<file path="src/rtl/wshb_mire_if.sv">
// Wishbone bus bundle between the test-pattern master and the intercon.
// The master drives address, data and the classic-cycle controls. The slave
// side only returns the acknowledge.
interface wshb_mire_if;
    logic [31:0] wb_adr;
    logic [31:0] wb_dat_ms;
    logic [3:0]  wb_sel;
    logic        wb_we;
    logic        wb_cyc;
    logic        wb_stb;
    logic [2:0]  wb_cti;
    logic [1:0]  wb_bte;
    logic        wb_ack;

    modport master (
        output wb_adr, wb_dat_ms, wb_sel, wb_we, wb_cyc, wb_stb, wb_cti, wb_bte,
        input  wb_ack
    );

    modport slave (
        input  wb_adr, wb_dat_ms, wb_sel, wb_we, wb_cyc, wb_stb, wb_cti, wb_bte,
        output wb_ack
    );
endinterface

</file>
<file path="src/rtl/wshb_mire.sv">
// wshb_mire: Wishbone master that writes an 8-bar colour test pattern into
// the framebuffer. Pixels are written in raster order, one classic write per
// pixel. cyc is released for GAP cycles after every BURST writes so that the
// arbiter can grant the display reader.
//
// Optional feature macro: MIRE_SCROLL_EN
//   undefined : one frame per start pulse, static bars.
//   defined   : frames loop forever after the first start. The bars shift one
//               pixel per completed frame.
module wshb_mire #(
    parameter int HDISP = 800,
    parameter int VDISP = 480,
    parameter int BURST = 64,
    parameter int GAP   = 4
) (
    input  logic        wshb_clk,
    input  logic        wshb_rst_n,
    input  logic        start,
    output logic        busy,
    output logic        done,
    output logic [15:0] frame_cnt,
    wshb_mire_if.master wb
);
    localparam int BAR_W = HDISP / 8;
    localparam int XW    = (HDISP > 1) ? $clog2(HDISP) : 1;
    localparam int YW    = (VDISP > 1) ? $clog2(VDISP) : 1;
    localparam int BCW   = $clog2(BURST + 1);
    localparam int GCW   = $clog2(GAP + 1);
    localparam int BWW   = (BAR_W > 1) ? $clog2(BAR_W) : 1;

    localparam logic [XW-1:0]  X_LAST   = XW'(HDISP - 1);
    localparam logic [YW-1:0]  Y_LAST   = YW'(VDISP - 1);
    localparam logic [BCW-1:0] B_LAST   = BCW'(BURST - 1);
    localparam logic [GCW-1:0] G_LAST   = GCW'(GAP - 1);
    localparam logic [BWW-1:0] BAR_LAST = BWW'(BAR_W - 1);

    typedef enum logic [1:0] {S_IDLE, S_WRITE, S_REST, S_DONE} state_t;

    state_t         state, state_nxt;
    logic [XW-1:0]  x;
    logic [YW-1:0]  y;
    logic [31:0]    adr;
    logic [BCW-1:0] burst_cnt;
    logic [GCW-1:0] gap_cnt;
    logic [2:0]     bar_idx;
    logic [BWW-1:0] bar_cnt;   // pixels left in the current bar after this one
    logic [2:0]     line_idx;  // bar index of the first pixel of a line
    logic [BWW-1:0] line_cnt;  // bar down-counter preload for the first pixel
    logic           frame_end;
    logic           burst_end;

    // Bar colour packed as {B, G, R}.
    function automatic logic [23:0] bar_rgb(input logic [2:0] idx);
        case (idx)
            3'd0:    bar_rgb = 24'hFFFFFF;  // white
            3'd1:    bar_rgb = 24'h00FFFF;  // yellow
            3'd2:    bar_rgb = 24'hFFFF00;  // cyan
            3'd3:    bar_rgb = 24'h00FF00;  // green
            3'd4:    bar_rgb = 24'hFF00FF;  // magenta
            3'd5:    bar_rgb = 24'h0000FF;  // red
            3'd6:    bar_rgb = 24'hFF0000;  // blue
            default: bar_rgb = 24'h000000;  // black
        endcase
    endfunction

    assign frame_end = (x == X_LAST) && (y == Y_LAST);
    assign burst_end = (burst_cnt == B_LAST);

`ifdef MIRE_SCROLL_EN
    // The scroll offset is held as the (bar index, down-counter) pair of
    // xs at x = 0. This lets each line start preload without a divider.
    logic [2:0]     off_idx, off_idx_nxt;
    logic [BWW-1:0] off_cnt, off_cnt_nxt;

    // Advance the offset by one pixel and wrap at HDISP (bar 7 -> bar 0).
    always_comb begin
        off_idx_nxt = off_idx;
        off_cnt_nxt = off_cnt - BWW'(1);
        if (off_cnt == '0) begin
            off_cnt_nxt = BAR_LAST;
            off_idx_nxt = off_idx + 3'd1;
        end
    end

    // Offset register: bumped once per completed frame.
    always_ff @(posedge wshb_clk or negedge wshb_rst_n) begin
        if (!wshb_rst_n) begin
            off_idx <= 3'd0;
            off_cnt <= BAR_LAST;
        end else if (state == S_DONE) begin
            off_idx <= off_idx_nxt;
            off_cnt <= off_cnt_nxt;
        end
    end

    assign line_idx = off_idx;
    assign line_cnt = off_cnt;
`else
    assign line_idx = 3'd0;
    assign line_cnt = BAR_LAST;
`endif

    // State register.
    always_ff @(posedge wshb_clk or negedge wshb_rst_n) begin
        if (!wshb_rst_n) state <= S_IDLE;
        else             state <= state_nxt;
    end

    // Next-state logic. The last pixel of a frame wins over a burst end.
    always_comb begin
        state_nxt = state;
        case (state)
            S_IDLE:  if (start) state_nxt = S_WRITE;
            S_WRITE: if (wb.wb_ack) begin
                if (frame_end)      state_nxt = S_DONE;
                else if (burst_end) state_nxt = S_REST;
            end
            S_REST:  if (gap_cnt == G_LAST) state_nxt = S_WRITE;
`ifdef MIRE_SCROLL_EN
            S_DONE:  state_nxt = S_WRITE;
`else
            S_DONE:  state_nxt = S_IDLE;
`endif
            default: state_nxt = S_IDLE;
        endcase
    end

    // Output decode. cyc/stb come straight from the state, so reset drops them at once.
    always_comb begin
        busy          = (state != S_IDLE);
        done          = (state == S_DONE);
        wb.wb_cyc     = (state == S_WRITE);
        wb.wb_stb     = (state == S_WRITE);
        wb.wb_adr     = adr;
        wb.wb_dat_ms  = {8'h00, bar_rgb(bar_idx)};
    end

    assign wb.wb_sel = 4'b1111;
    assign wb.wb_we  = 1'b1;
    assign wb.wb_cti = 3'b000;
    assign wb.wb_bte = 2'b00;

    // Pixel walk, bus tenure and frame counters. Nothing moves without an ack,
    // so adr/dat hold steady through a stall.
    always_ff @(posedge wshb_clk or negedge wshb_rst_n) begin
        if (!wshb_rst_n) begin
            x         <= '0;
            y         <= '0;
            adr       <= 32'd0;
            burst_cnt <= '0;
            gap_cnt   <= '0;
            bar_idx   <= 3'd0;
            bar_cnt   <= BAR_LAST;
            frame_cnt <= 16'd0;
        end else begin
            gap_cnt <= '0;
            case (state)
                S_WRITE: if (wb.wb_ack) begin
                    if (x == X_LAST) begin
                        x       <= '0;
                        bar_idx <= line_idx;
                        bar_cnt <= line_cnt;
                        if (y == Y_LAST) begin
                            y   <= '0;
                            adr <= 32'd0;
                        end else begin
                            y   <= y + YW'(1);
                            adr <= adr + 32'd4;
                        end
                    end else begin
                        x   <= x + XW'(1);
                        adr <= adr + 32'd4;
                        if (bar_cnt == '0) begin
                            bar_cnt <= BAR_LAST;
                            bar_idx <= bar_idx + 3'd1;
                        end else begin
                            bar_cnt <= bar_cnt - BWW'(1);
                        end
                    end
                    if (frame_end || burst_end) burst_cnt <= '0;
                    else                        burst_cnt <= burst_cnt + BCW'(1);
                end
                S_REST: gap_cnt <= gap_cnt + GCW'(1);
                S_DONE: begin
                    frame_cnt <= frame_cnt + 16'd1;
`ifdef MIRE_SCROLL_EN
                    bar_idx   <= off_idx_nxt;
                    bar_cnt   <= off_cnt_nxt;
`endif
                end
                default: ;
            endcase
        end
    end
endmodule

</file>
<file path="src/flat_wrapper.sv">
// flat-port wrapper written by rule: the top's interface ports become plain ports
module wshb_mire_flat 
#(
    parameter int HDISP = 800,
    parameter int VDISP = 480,
    parameter int BURST = 64,
    parameter int GAP   = 4
)
  (wshb_clk, wshb_rst_n, start, busy, done, frame_cnt, wb_wb_adr, wb_wb_dat_ms, wb_wb_sel, wb_wb_we, wb_wb_cyc, wb_wb_stb, wb_wb_cti, wb_wb_bte, wb_wb_ack);
  wshb_mire_if wb_i ();
  input  logic wshb_clk;
  input  logic wshb_rst_n;
  input  logic start;
  output logic busy;
  output logic done;
  output logic [15:0] frame_cnt;
  output wire logic [$bits(wb_i.wb_adr)-1:0] wb_wb_adr;
  output wire logic [$bits(wb_i.wb_dat_ms)-1:0] wb_wb_dat_ms;
  output wire logic [$bits(wb_i.wb_sel)-1:0] wb_wb_sel;
  output wire logic [$bits(wb_i.wb_we)-1:0] wb_wb_we;
  output wire logic [$bits(wb_i.wb_cyc)-1:0] wb_wb_cyc;
  output wire logic [$bits(wb_i.wb_stb)-1:0] wb_wb_stb;
  output wire logic [$bits(wb_i.wb_cti)-1:0] wb_wb_cti;
  output wire logic [$bits(wb_i.wb_bte)-1:0] wb_wb_bte;
  input wire logic [$bits(wb_i.wb_ack)-1:0] wb_wb_ack;
  assign wb_wb_adr = wb_i.wb_adr;
  assign wb_wb_dat_ms = wb_i.wb_dat_ms;
  assign wb_wb_sel = wb_i.wb_sel;
  assign wb_wb_we = wb_i.wb_we;
  assign wb_wb_cyc = wb_i.wb_cyc;
  assign wb_wb_stb = wb_i.wb_stb;
  assign wb_wb_cti = wb_i.wb_cti;
  assign wb_wb_bte = wb_i.wb_bte;
  assign wb_i.wb_ack = wb_wb_ack;
  wshb_mire #(.HDISP(HDISP), .VDISP(VDISP), .BURST(BURST), .GAP(GAP)) u_core (.wshb_clk(wshb_clk), .wshb_rst_n(wshb_rst_n), .start(start), .busy(busy), .done(done), .frame_cnt(frame_cnt), .wb(wb_i));
endmodule
</file>
<file path="config.mk">
export PLATFORM = sky130hd
export DESIGN_NAME = wshb_mire_flat
export DESIGN_NICKNAME = d
export VERILOG_FILES = /design/src/rtl/wshb_mire_if.sv /design/src/rtl/wshb_mire.sv /design/src/flat_wrapper.sv
export SDC_FILE = /design/constraint.sdc
export NUM_CORES = 1
export LEC_CHECK = 0
export BUFFER_PORTS_ARGS = -buffer_cell sky130_fd_sc_hd__buf_2
export CAP_MARGIN = 5
export CORE_ASPECT_RATIO = 0.8
export CORE_UTILIZATION = 27
export DETAILED_ROUTE_END_ITERATION = 10
export GPL_TIMING_DRIVEN = 0
export PLACE_DENSITY = 0.46
export SYNTH_ARGS = -nofsm -noshare
export SYNTH_HDL_FRONTEND = slang
export SYNTH_SLANG_ARGS = --single-unit
</file>
<file path="constraint.sdc">
create_clock -name wshb_clk -period 4.1 [get_ports wshb_clk]
set_input_delay 0.205 -clock wshb_clk [delete_from_list [all_inputs] [get_ports wshb_clk]]
set_output_delay 0.205 -clock wshb_clk [all_outputs]
set_load 0.01 [all_outputs]
</file>
==> results.cfg <==
[routing]
dr_wl_met3_um = 345
vias = 3520
drc = 0
drtPass1Iterations = 6
wirelength_met1_um = 5090
ant_nets = 0
routedWlPerCell_um = 12.6
wl_met2_um = 4630
drt_iter0_markers = 144
viasPerCell = 4.35
routed_wl_um = 10200
routed.top_layer = met4

[finish]
final_common_cell = dfrtp_1
layout_common_cells = dfrtp_1 (83), buf_2 (82), nor2_1 (61), nand2_1 (44), buf_4 (43)
area_delta_synth_final_pct = 22.4
drive_gt1_share_pct = 28.7
nets = 602
fin_area_um2 = 5760
n_antenna_cell = 0

[clock_network]
path_clk_slew_ps = 60
cts_resized = 0
cts_max_level = 3
numCtsBuffers = 9
root_buffer = clkbuf_16
cts.sinks = 87
clock_latency_ps = 340
cts_tree = done
cts.path.max_buffers = 2

[status]
status = completed

[global_route]
antenna_found_initial = 0
gr-total-overflow = 0
grt_pass1_vias = 3358
grt_max_degree = 57
grt_pass1_wl_um = 17100
track_usage_pct = 12.1

[setup_path]
cp_max_fo = 9
cp.required_ps = 3890
timing.rr.start = u_core.x[0]
crit_buf_inv = 3
start_kind = flip-flop
path_cells = inv_1, ha_1, or2_2, nor2_1, o21ai_0, buf_4, buf_2
cp_slowest_cell = o21ai_0
cp_slowest_stage_delay_ps = 630
cp-end-kind = output pin
critPathKind = reg -> out
cp.arrival_ps = 2250
crit_start = u_core.bar_idx[0]
cp_top_family = compound AO/OA/AOI/OAI gates

[floorplanning]
start_util_pct = 28.0
dieArea_um2 = 18000
die_y_um = 120
fp.coreArea_um2 = 16800
io_pins = 98
die_w_um = 150
row_count = 42

[min_path]
hold_path_class = in -> reg
worstHoldStart = start

[sta]
report.final.slew_viol_count = 0
min_period_over_period_pct = 59.9
min_period_ps = 2460
slew_headroom_pct = 46.0
max_freq_ghz = 0.407
rsz0062_at_grt = no
holdWs_ps = 162
finalSetupViolCount = 0
finalHoldViolations = 0
worst_pin_slew_ps = 802
finalSetupTns_ps = 0
final.setup_skew_ps = 9.61

[logic_synthesis]
synth-seq-area-share_pct = 46.4
syn_area_um2 = 4710
syn_inst = 476
synth_seq_cells = 87
syn_avg_cell_area_um2 = 9.89
yosys_warnings = 0
synthArstFlopShare_pct = 100
ys.flop_type = dfrtp_1
synth_edf_count = 0
synth_cell_types = 46

[power]
power_density_nw_per_um2 = 531
ir_drop_v = 0.000288
p_leak_nw = 2.77

[placement]
place_hpwl_um = 7490
place_congestion = 0.738
numPortBuffers = 77
place_area_um2 = 5470

[run]
maxCapViolCount = 0
worst paths after layout:
path / to / slack (ps) / cells past startpoint
worst max-delay path: wb_wb_dat_ms[9] / 1640 / 7
worst min-delay path: u_core.state[0] / 160 / 3
worst max register to register: u_core.burst_cnt[0] / 1710 / 6
worst min register to register: u_core.gap_cnt[0] / 430 / 1
max in group asynchronous: u_core.bar_cnt[0] / 3060 / 3
min in group asynchronous: u_core.y[4] / 370 / 2
registers in the layout (all words and copies together), names as in the netlist:
signal / count
u_core.burst_cnt: 7
u_core.y: 9
u_core.gap_cnt: 3
u_core.bar_idx: 3
u_core.state: 2
u_core.bar_cnt: 7
u_core.wb.wb_adr: 30
u_core.frame_cnt: 16
u_core.x: 10
repair_timing:
action                                 in CTS  in global routing
setup buffers                               0                  0
hold buffers                                1                  0
endpoints found under the hold margin      31                  0
report_power, final:
part           total, mW  leakage [nW]  internal (mW)  switching [mW]
logic               1.11          1.48          0.558           0.550
registers           1.17          1.14           1.02           0.149
clock network      0.782         0.145          0.443           0.339
total               3.06          2.77           2.02            1.04
logic make-up after synthesis:
kind of cell | Yosys count | synth area share (%)
simple gates | 205 | 23.9
flops | 87 | 46.4
buf+inv | 68 | 9.25
xor+xnor | 58 | 10.8
compound gates | 37 | 4.73
fa+ha+maj | 14 | 3.72
mux | 5 | 1.12
other cells | 2 | 0.160
cell usage after synthesis, types with 5 or more instances:
master / instances / area (µm²)
dfrtp_1: 83 / 2080
buf_2: 6 / 30.0
buf_4: 42 / 315
ha_1: 14 / 175
inv_1: 14 / 52.6
nand3_1: 30 / 150
nor2_1: 61 / 229
or3_1: 5 / 31.3
nand4_1: 16 / 100
o21ai_0: 20 / 100
xnor2_1: 41 / 359
and3_1: 6 / 37.5
xor2_1: 17 / 149
nand2_1: 44 / 165
nor3_1: 9 / 45.0
tightest hold or removal path: cells and delay by family:
kind / cells / cell delay, ps
buf+inv: 1 / 80
compound gates: 1 / 130
mux: 1 / 50
per-stage QoR:
stage	instances	total power [mW]	util, %	setup WS [ps]
finish	809	3.06	34.3	1640
global route	809	3.28	34.3	1440
CTS	809	3.11	34.3	1610
detailed placement	792	2.31	32.5	1730
global placement	791	2.28	32.3	1720
floorplan	494	1.92	-	2120
layout make-up:
type | count | area (µm²)
clock inverter | 5 | 32.5
buffer | 54 | 383
multi-input combinational | 339 | 2160
sequential | 87 | 2180
timing repair buffer | 79 | 425
tap | 220 | 275
inverter | 14 | 52.6
fill | 1722 | 11100
clock buffer | 11 | 253
layer usage:
metal / vias up / global-route usage [%]
li1: 1766 / -
met3: 9 / 3.08
met2: 56 / 19.0
met5: - / 0
met1: 1689 / 16.5
met4: 0 / 2.87
Note: power is estimated with default switching activity, not from simulation.
